<file path="config.mk">
export PLATFORM = sky130hd
export DESIGN_NAME = sntc_ldpc_cword_loader
export DESIGN_NICKNAME = d
export VERILOG_FILES = /design/src/rtl/sntc_ldpc_cword_loader.sv
export SDC_FILE = /design/constraint.sdc
export NUM_CORES = 1
export LEC_CHECK = 0
export BUFFER_PORTS_ARGS = -buffer_cell sky130_fd_sc_hd__buf_4
export CAP_MARGIN = 20
export CELL_PAD_IN_SITES_DETAIL_PLACEMENT = 0
export CELL_PAD_IN_SITES_GLOBAL_PLACEMENT = 2
export CORE_ASPECT_RATIO = 2
export CORE_MARGIN = 4
export CORE_UTILIZATION = 29
export DETAILED_ROUTE_END_ITERATION = 16
export PLACE_DENSITY_LB_ADDON = 0.1
export SYNTH_ARGS = -nofsm -noshare
export SYNTH_HDL_FRONTEND = slang
export SYNTH_SLANG_ARGS = --single-unit
</file>
<file path="constraint.sdc">
create_clock -name clk -period 17.7 [get_ports clk]
set_input_delay 1.77 -clock clk [delete_from_list [all_inputs] [get_ports clk]]
set_output_delay 1.77 -clock clk [all_outputs]
set_load 0.02 [all_outputs]
</file>
<file path="src/rtl/sntc_ldpc_cword_loader.sv">
// sntc_ldpc_cword_loader: packs W-bit codeword beats into an NN-bit word for the
// syndrome wrapper, captures the returned syndrome and hands codeword, syndrome
// and status downstream over a valid/ready handshake, one frame at a time.
module sntc_ldpc_cword_loader #(
  parameter int unsigned NN = 208,
  parameter int unsigned MM = 168,
  parameter int unsigned W  = 24
) (
  input  logic          clk,
  input  logic          rstn,
  input  logic          clr,
  input  logic          in_valid,
  output logic          in_ready,
  input  logic [W-1:0]  in_data,
  input  logic          in_last,
  output logic [NN-1:0] y_nr_out,
  input  logic [MM-1:0] syn_nr_in,
  output logic          out_valid,
  input  logic          out_ready,
  output logic [NN-1:0] out_cword,
  output logic [MM-1:0] out_syn,
  output logic          out_ok,
  output logic          out_err
);

  localparam int unsigned BEATS = (NN + W - 1) / W;
  localparam int unsigned CNT_W = $clog2(BEATS);
  localparam int unsigned EXT_W = BEATS * W;
  localparam int unsigned IDX_W = $clog2(EXT_W);

  typedef enum logic [1:0] {
    LOAD  = 2'd0,
    CHECK = 2'd1,
    HOLD  = 2'd2
  } state_t;

  state_t             state, state_nx;
  logic [CNT_W-1:0]   cnt, cnt_nx;
  logic [NN-1:0]      pack, pack_nx;
  logic               err, err_nx;
  logic [EXT_W-1:0]   ext;
  logic [IDX_W-1:0]   base;
  logic               last_pos;

  // The packing register feeds the syndrome wrapper directly; no extra stage.
  assign y_nr_out = pack;

  // Next-state, beat packing and framing-error logic.
  always_comb begin
    state_nx = state;
    cnt_nx   = cnt;
    pack_nx  = pack;
    err_nx   = err;
    ext      = EXT_W'(pack);
    base     = IDX_W'(cnt) * IDX_W'(W);
    last_pos = (cnt == CNT_W'(BEATS - 1));

    case (state)
      LOAD: begin
        if (in_valid) begin
          // Write into a beat-aligned extension so the final beat's upper bits
          // fall beyond NN and are dropped by the truncation below.
          ext[base +: W] = in_data;
          pack_nx        = ext[NN-1:0];
          cnt_nx         = cnt + CNT_W'(1);
          if (in_last || last_pos) begin
            cnt_nx   = '0;
            state_nx = CHECK;
            // Early in_last, or a full-length frame without in_last.
            if (in_last != last_pos) err_nx = 1'b1;
          end
        end
      end
      CHECK: begin
        state_nx = HOLD;
      end
      HOLD: begin
        if (out_ready) begin
          state_nx = LOAD;
          pack_nx  = '0;
          err_nx   = 1'b0;
        end
      end
      default: begin
        state_nx = LOAD;
        cnt_nx   = '0;
        pack_nx  = '0;
        err_nx   = 1'b0;
      end
    endcase
  end

  // State, counter, packing register and handshake flags.
  always_ff @(posedge clk or posedge rstn) begin
    if (rstn) begin
      state     <= LOAD;
      cnt       <= '0;
      pack      <= '0;
      err       <= 1'b0;
      in_ready  <= 1'b1;
      out_valid <= 1'b0;
    end else if (clr) begin
      state     <= LOAD;
      cnt       <= '0;
      pack      <= '0;
      err       <= 1'b0;
      in_ready  <= 1'b1;
      out_valid <= 1'b0;
    end else begin
      state     <= state_nx;
      cnt       <= cnt_nx;
      pack      <= pack_nx;
      err       <= err_nx;
      in_ready  <= (state_nx == LOAD);
      out_valid <= (state_nx == HOLD);
    end
  end

  // Result capture while the packed word is stable in CHECK.
  always_ff @(posedge clk or posedge rstn) begin
    if (rstn) begin
      out_cword <= '0;
      out_syn   <= '0;
      out_ok    <= 1'b0;
      out_err   <= 1'b0;
    end else if (clr) begin
      out_cword <= '0;
      out_syn   <= '0;
      out_ok    <= 1'b0;
      out_err   <= 1'b0;
    end else if (state == CHECK) begin
      out_cword <= pack;
      out_syn   <= syn_nr_in;
      out_ok    <= ~|syn_nr_in;
      out_err   <= err;
    end
  end

endmodule

</file>
==> summary.md <==
| Metric | Value |
|---|---|
| Status | `finished clean` |
| CTS tree | `yes` |
| Chip height | `431 um` |
| Worst-Skew Late Latency | `0.65 ns` |
| Max Cap Viol | `0` |
| Final Hold Fails | `0` |
| Period utilization | `27.6%` |
| Largest net degree at the start of global routing | `181` |
| Ys flop type | `dfrtp_1` |
| Die area | `94,700 sq um` |
| CP Max Fanout | `31` |
| Post-synth top area cell | `dfrtp_1` |
| Flops & latches, synth | `595` |
| Post-CTS sizing | `0` |
| Fmax | `0.205 GHz` |
| First-pass GRT wire length | `174,000 um` |
| DRT Wirelength | `123,000 um` |
| Final worst slack | `12.82 ns` |
| Final Setup Violations | `0` |
| Antenna Nets Post-Route | `0` |
| Unrepaired setup endpoints after global routing | `false` |
| Layout cells sized above 1 | `31.4%` |
| Number of global-route vias before repair | `23,100` |
| DR vias/cell | `5.16` |
| DIE WIDTH | `220 um` |
| Post-Synthesis Cells | `2,264` |
| Via count | `21,700` |
| Yosys warning count | `0` |
| Class of the worst hold path | `register to register` |
| Post-synthesis async set-or-reset flop share | `100%` |
| Ports | `786` |
| EDFF count, synth | `0` |
| Clock slew at reported path FFs | `0.07 ns` |
| Crit. End Element | `register` |
| Worst endpoint data arrival time | `5.45 ns` |
| Mean Syn Cell Area | `11.5 sq um` |
| Iteration count of the initial detailed-routing pass | `5` |
| Least-Margin Pin Slew | `1.14 ns` |
| Area share of the largest cell type after synthesis | `57.3%` |
| Syn-to-layout area delta | `35.0%` |
| All-layer global routing usage | `25.2%` |
| IO Port Bufs | `785` |
| Number of clock sinks | `595` |
| Gpl congestion | `0.955` |
| Syn_nets | `2,474` |
| Initial antenna violation count | `10` |
| Leading cell types by count after synthesis | `dfrtp_1 (594), nor2_1 (430), mux2i_1 (401)` |
| Root Driver | `clkbuf_16` |
| Total congestion overflow | `0` |
| Top-count cell post-synth | `dfrtp_1` |
| CTS H-Tree Depth | `2` |
| CP startpoint kind | `register` |
| Slew Viols, Final | `0` |
| Max VDD drop | `0.0000735 V` |
| Slew HR | `24.2%` |
| Drt initial violations | `1,544` |
| Starting Density | `29.2%` |
| Post-layout net count | `3,192` |
| Register area share after synthesis | `57.4%` |
| Fin Clk Skew | `0.0247 ns` |
| Pwr/cell area | `96.6 nW/um^2` |
| Core area | `89,000 sq um` |
| Hold-fix buffers, CTS | `0` |
| Drc violations | `0` |
| Leak | `0.0164 uW` |
| Row Count | `155` |
| Routed WL per cell | `29.3 um` |
| Setup TNS | `0 ns` |
| # Post-CTS Setup Buffers | `0` |
| Critical path class | `register to register` |
| Synth area leaders | `dfrtp_1 (57%), mux2i_1 (15%), nor2_1 (6.2%)` |
| Distinct cells, synth | `66` |
| Post-DP HPWL | `96,200 um` |
| Worst slack, placed | `12.95 ns` |
| Total CTS buffers | `58` |
| Min Tclk post-route | `4.88 ns` |
| Critical Path RT | `18.27 ns` |
| Synth Cell Area | `26,000 sq um` |
| Clock buffer depth | `3` |
[routing by layer]
layer  vias to the layer above  routed length, um  global-route usage [%]
met2                       963              65500                    46.5
met3                       217              10500                    7.79
li1                       9607                  -                       -
met4                         4               5800                    10.6
met1                     10900              41600                    26.2
met5                         -                 27                       0
[where the power goes]
group          switching [uW]  total (uW)  internal (uW)  leakage (uW)
logic                     431         637            206       0.00718
registers                30.9        1420           1390       0.00827
clock network             573        1320            749      0.000974
total                    1040        3380           2350        0.0164
[per-stage QoR]
stage | area, sq um | power, uW | utilization [%] | hold WS, ns | cells
after global placement | 33000 | 2080 | 37.1 | 0.496 | 4097
after detailed placement | 33000 | 2090 | 37.1 | 0.503 | 4098
after CTS | 35000 | 3430 | 39.3 | 0.523 | 4200
final | 35000 | 3380 | 39.4 | 0.519 | 4204
after floorplan | 26000 | 1810 | - | 0.462 | 2264
after global routing | 35000 | 3510 | 39.4 | 0.531 | 4204
[path summary, 6_finish.rpt]
kind | start | slack, ns | depth (start not counted) | end
worst max-delay path | cnt[0] | 12.82 | 8 | y_nr_out[13]
worst min-delay path | out_ok | 0.52 | 1 | out_ok
worst max register to register | cnt[0] | 12.82 | 8 | y_nr_out[13]
worst min register to register | out_ok | 0.52 | 1 | out_ok
max in group asynchronous | rstn | 13.74 | 5 | out_syn[36]
min in group asynchronous | rstn | 1.41 | 3 | out_cword[40]
[sequential cells by signal (all words and copies together), names as in the netlist]
register / cells
in_ready: 1
out_syn: 168
err: 1
out_err: 1
y_nr_out: 208
state: 2
out_valid: 1
cnt: 4
out_ok: 1
out_cword: 208
[critical path, cell delays in order (launching register included)]
cell and delay, ns:
dfrtp_2 0.62, ha_1 0.43, fa_1 0.53, xnor2_2 0.65, or4_1 0.37, nand2_1 0.34
a21oi_1 0.79, a2bb2oi_1 0.86, o2bb2ai_1 0.19
[cell usage in the layout (no fill, tap or decap), drive strengths merged, types with 16 or more instances in the layout]
| master | synthesis | routed |
|---|---|---|
| o21ai | 52 | 52 |
| a32o | 42 | 42 |
| o22ai | 18 | 18 |
| buf | 73 | 823 |
| nand2b | 16 | 16 |
| nor4 | 55 | 55 |
| nor2 | 431 | 431 |
| a22oi | 24 | 24 |
| a21oi | 32 | 32 |
| a22o | 33 | 33 |
| o2bb2ai | 127 | 127 |
| nand3 | 34 | 34 |
| mux2i | 401 | 401 |
| nand2 | 50 | 50 |
| nor3 | 17 | 17 |
| inv | 18 | 20 |
| clkbuf | 92 | 79 |
| dfrtp | 594 | 594 |
[logic make-up (layout without fill, tap and decap cells)]
kind of cell    after synthesis  in the layout  share of synthesized area [%]
compound gates              404            404                           12.2
xor+xnor                      7              7                          0.323
fa+ha+maj                    12             12                          0.607
buf+inv                     184            944                           2.76
flops                       595            595                           57.4
mux                         401            401                           15.5
other cells                   0              3                              0
simple gates                661            661                           11.3
[cell type report]
type	count	area [sq um]
clock buffer	79	1680
timing repair buffer	823	6230
inverter	19	75.1
tap	1177	1470
antenna	3	7.51
fill	8841	54000
multi-input combinational	1485	10400
sequential	595	14900
clock inverter	23	282
(Power assumes the default switching activity.)
